`src/rtl/argon_stack_unit.sv`:
```
// argon_stack_unit: LIFO stack responder for the Argon shared unit bus.
// Decodes requests tagged with UNIT_ID, executes push/pop/peek/count/clear
// and returns a one-cycle acknowledge. Response outputs are zero whenever
// ack is low so several units can be OR-combined by the bus controller.
module argon_stack_unit #(
  parameter int          WIDTH   = 16,
  parameter int          DEPTH   = 16,
  parameter logic [3:0]  UNIT_ID = 4'h4
) (
  input  logic                      clk,
  input  logic                      reset,
  input  logic                      i_bus_valid,
  input  logic [3:0]                i_bus_id,
  input  logic [2:0]                i_bus_op,
  input  logic [WIDTH-1:0]          i_bus_data,
  output logic                      o_bus_ack,
  output logic [WIDTH-1:0]          o_bus_data,
  output logic                      o_bus_err,
  output logic                      o_full,
  output logic                      o_empty,
  output logic [$clog2(DEPTH):0]    o_count
);

  localparam int AW = $clog2(DEPTH);

  typedef enum logic [1:0] {
    S_IDLE,
    S_EXEC,
    S_RESP,
    S_HOLD
  } state_t;

  typedef enum logic [2:0] {
    OP_NOP   = 3'd0,
    OP_PUSH  = 3'd1,
    OP_POP   = 3'd2,
    OP_PEEK  = 3'd3,
    OP_COUNT = 3'd4,
    OP_CLEAR = 3'd5
  } op_t;

  state_t             state;
  logic [AW:0]        sp;
  logic [2:0]         op_r;
  logic [WIDTH-1:0]   resp_data_r;
  logic               err_r;
  logic [WIDTH-1:0]   mem [DEPTH];

  logic               accept;
  logic               full;
  logic               empty;
  logic [AW-1:0]      rd_idx;
  logic [WIDTH-1:0]   count_ext;

  assign full    = (sp == (AW+1)'(DEPTH));
  assign empty   = (sp == '0);
  assign o_full  = full;
  assign o_empty = empty;
  assign o_count = sp;
  assign accept  = (state == S_IDLE) && i_bus_valid && (i_bus_id == UNIT_ID);
  // Low bits of sp-1; at sp==DEPTH the truncated subtraction yields DEPTH-1.
  assign rd_idx  = sp[AW-1:0] - 1'b1;

  // Zero-extended entry count used as COUNT response data
  always_comb begin
    count_ext        = '0;
    count_ext[AW:0]  = sp;
  end

  // Stack storage: PUSH writes on the accept edge; contents are not reset
  always_ff @(posedge clk) begin
    if (!reset && accept && (i_bus_op == OP_PUSH) && !full) begin
      mem[sp[AW-1:0]] <= i_bus_data;
    end
  end

  // Request FSM: accept, optional memory read, one-cycle response, wait for valid low
  always_ff @(posedge clk) begin
    if (reset) begin
      state       <= S_IDLE;
      sp          <= '0;
      op_r        <= OP_NOP;
      resp_data_r <= '0;
      err_r       <= 1'b0;
      o_bus_ack   <= 1'b0;
      o_bus_data  <= '0;
      o_bus_err   <= 1'b0;
    end else begin
      o_bus_ack  <= 1'b0;
      o_bus_data <= '0;
      o_bus_err  <= 1'b0;
      case (state)
        S_IDLE: begin
          if (accept) begin
            op_r        <= i_bus_op;
            resp_data_r <= '0;
            err_r       <= 1'b0;
            state       <= S_RESP;
            case (i_bus_op)
              OP_PUSH: begin
                if (full) err_r <= 1'b1;
                else      sp    <= sp + 1'b1;
              end
              OP_POP, OP_PEEK: begin
                if (empty) err_r <= 1'b1;
                else       state <= S_EXEC;
              end
              OP_COUNT: resp_data_r <= count_ext;
              OP_CLEAR: sp          <= '0;
              OP_NOP:   ;
              default:  err_r       <= 1'b1;
            endcase
          end
        end
        S_EXEC: begin
          resp_data_r <= mem[rd_idx];
          if (op_r == OP_POP) sp <= sp - 1'b1;
          state <= S_RESP;
        end
        S_RESP: begin
          o_bus_ack  <= 1'b1;
          o_bus_data <= resp_data_r;
          o_bus_err  <= err_r;
          state      <= S_HOLD;
        end
        S_HOLD: begin
          if (!i_bus_valid) state <= S_IDLE;
        end
        default: state <= S_IDLE;
      endcase
    end
  end

endmodule

```
`config.mk`:
```
export PLATFORM = sky130hd
export DESIGN_NAME = argon_stack_unit
export DESIGN_NICKNAME = d
export VERILOG_FILES = /design/src/rtl/argon_stack_unit.sv
export SDC_FILE = /design/constraint.sdc
export NUM_CORES = 1
export LEC_CHECK = 0
export CORE_MARGIN = 2
export CORE_UTILIZATION = 40
export DETAILED_ROUTE_END_ITERATION = 10
export PLACE_DENSITY = 0.62
export SLEW_MARGIN = 30
export SYNTH_ARGS = -nofsm -noshare
export SYNTH_HDL_FRONTEND = slang
export SYNTH_SLANG_ARGS = --single-unit
```
`constraint.sdc`:
```
create_clock -name clk -period 7.7 [get_ports clk]
set_input_delay 1.54 -clock clk [delete_from_list [all_inputs] [get_ports clk]]
set_output_delay 1.54 -clock clk [all_outputs]
set_load 0.01 [all_outputs]
```
==> impl_metrics.toml <==
[run_status]
status = "finished clean"

[timing]
rsz0062_at_grt = "false"
setup_viol = 0
setup_ws_ps = 3070
relSlewSlack = 0.394
finalHoldViolCount = 0
period_needed_ps = 4630
slew_violations = 0
fin_tns_setup_ps = 0
worst_pin_slew_ps = 896
fin_skew_ps = 17.9
fmaxAchievable_ghz = 0.216
timing.final.crit_share = 0.601

[routing]
first_pass_iters = 5
dr_wl_met3_mm = 1.62
wl_met1_mm = 11.3
wl_per_cell_microns = 23.0
via_count = 6200
routed.top_layer = "met4"
routed_wl_mm = 25.7
drc_errors = 0
ant_nets = 0
via_per_inst = 5.55
met2_length_mm = 12.2
drt-initial-drc-count = 615

[final_layout]
stdcell_area_sq_um = 13700
final_layout_size_suffix_gt1_frac = 0.180
antenna_cells = 0
fin_cells = 1118
final_nets = 749
nFillCells = 2401
syn_to_final_growth_pct = 15.9

[power_and_ir_drop]
ir_drop_mv = 0.151
p_per_area_nw_per_um2 = 234
leakage_nw = 4.54

[clock_tree]
cts_root_buffer = "clkbuf_16"
cts_buffers = 30
insertion_delay_ps = 550
post_cts_buffers = 0
cts_tree = "done"
clkTransAtPathRegs_ps = 60
cts_sinks = 301
cts_hold_repair.buffers = 0
cts_resized = 0
clk_path_buf_depth = 3
htreeDepth = 1

[grt]
grt_pass1_vias = 6140
grt_usage = 0.169
antenna_found_initial = 0
overflow = 0
grt_pass1_wl_mm = 39.0
grt_max_degree = 40

[logic_synthesis]
ys_types = 59
netlist_area_sq_um = 11800
async_flop_share = 0
synth-seq-area-share = 0.726
yosys_most_used_dff = "edfxtp_1"
yosysWarnings = 0
synthTopCellsByArea = "edfxtp_1 65%, mux4_2 12%, dfxtp_1 7.6%"
avgSynthCellArea_sq_um = 18.3
yosysTopAreaCell = "edfxtp_1"
netlist_top_cells_count = "256 x edfxtp_1, 61 x mux4_2, 45 x dfxtp_1, 33 x nand2_1, 32 x mux2i_1"
syn_inst = 646
netlist.area_leader.share = 0.650
synth_edf_count = 256
syn_nets = 682
synth-seq-cells = 301
synth_most_common_cell = "edfxtp_1"

[min_path]
hold_path.class = "flop to flop"
hold_depth = 2

[floorplanning]
io_pins = 51
die_y_microns = 176
coreArea_sq_um = 28900
num_rows = 62
start_util = 0.409
die_area_sq_um = 31000
die_w_microns = 176

[critical_path]
reg2regPathDepth = 7
worstSetupPathType = "flop to primary output"
endpoint_kind = "primary output"
worstPathRequired_ps = 6160
cp-start-kind = "flop"
slowest_delay_ps = 740
worstPathCellList = "inv_1 > ha_2 > nor4b_1 > clkdlybuf4s50_1"
slowest_stage = "nor4b_1"
cp.arrival_ps = 3090
rrSetupSlack_ps = 3840
crit_fanout = 32

[placement]
portBuffers = 50
place_ws_ps = 2870
place.gp.congestion = 0.884
place_inst = 1065
dp_hpwl_mm = 16.9
placedInstanceArea_sq_um = 12800

[job]
maxCapViolations = 0
-- worst max-delay path, delay by kind of cell, from the launching register on --
kind	cells	cell delay, ps
fa+ha+maj	1	270
flops	1	530
buf+inv	2	990
simple gates	1	740
-- final cells by class --
type / count / area (sq um) / area share
clock buffers: 38 / 802 / 0.0585
clock inverters: 15 / 96.3 / 0.00703
inverters: 11 / 41.3 / 0.00301
multi-input cells: 300 / 3050 / 0.223
flip-flops and latches: 301 / 8590 / 0.627
well taps: 384 / 480 / 0.0351
repair buffers: 69 / 643 / 0.0469
-- flip-flops by register name (all words and copies together), names as in the netlist --
signal	count
err_r	1
o_count	5
o_bus_ack	1
op_r	3
mem	256
resp_data_r	16
state	2
o_bus_data	16
o_bus_err	1
-- worst paths after layout --
path,from,to
hold / removal,resp_data_r[15],resp_data_r[15]
setup reg to reg,o_count[0],resp_data_r[1]
hold reg to reg,resp_data_r[15],resp_data_r[15]
setup / recovery,o_count[0],o_empty
-- metrics by stage --
stage	util	power (W)	hold WS (ps)
finish	0.474	0.00321	476
CTS	0.474	0.00324	473
floorplan	-	0.00185	417
global route	0.474	0.00331	499
global placement	0.442	0.00190	449
detailed placement	0.443	0.00191	464
-- layout by cell type (no fill, tap or decap), drive strengths merged, types with 3 or more instances in the layout --
cell type / n
ha: 10
nand2: 33
a211oi: 3
nand2b: 4
a2bb2oi: 11
and3: 18
nand4: 7
dfxtp: 45
a21oi: 10
a31oi: 3
buf: 19
o211ai: 3
o211a: 3
a22oi: 3
mux2i: 32
nor2: 30
clkbuf: 38
nor3: 8
nand3: 8
clkinv: 12
o21ai: 20
clkdlybuf4s50: 50
inv: 11
mux4: 62
edfxtp: 256
-- cell families (layout without fill, tap and decap cells) --
family                   Yosys count  in the layout  share of synthesized area
AO/OA/AOI/OAI                     73             73                     0.0440
XOR/XNOR                           2              2                    0.00212
multiplexers                      94             94                      0.145
flip-flops                       301            301                      0.726
buffers and inverters             45            133                     0.0194
adder cells (fa/ha/maj)           10             10                     0.0106
AND/OR/NAND/NOR                  121            121                     0.0522
-- report_power, final --
| group | switching, W | internal (W) |
|---|---|---|
| sequential | 0.00000255 | 0.00177 |
| combinational | 0.0000659 | 0.0000350 |
| clock | 0.000578 | 0.000762 |
| total | 0.000647 | 0.00257 |
-- layer usage --
layer | GRT usage | vias to the layer above
met2 | 0.269 | 202
met5 | 0 | -
met4 | 0.0434 | 0
met1 | 0.243 | 3222
li1 | - | 2738
met3 | 0.0284 | 38
Power figures use the tool's default switching activity.
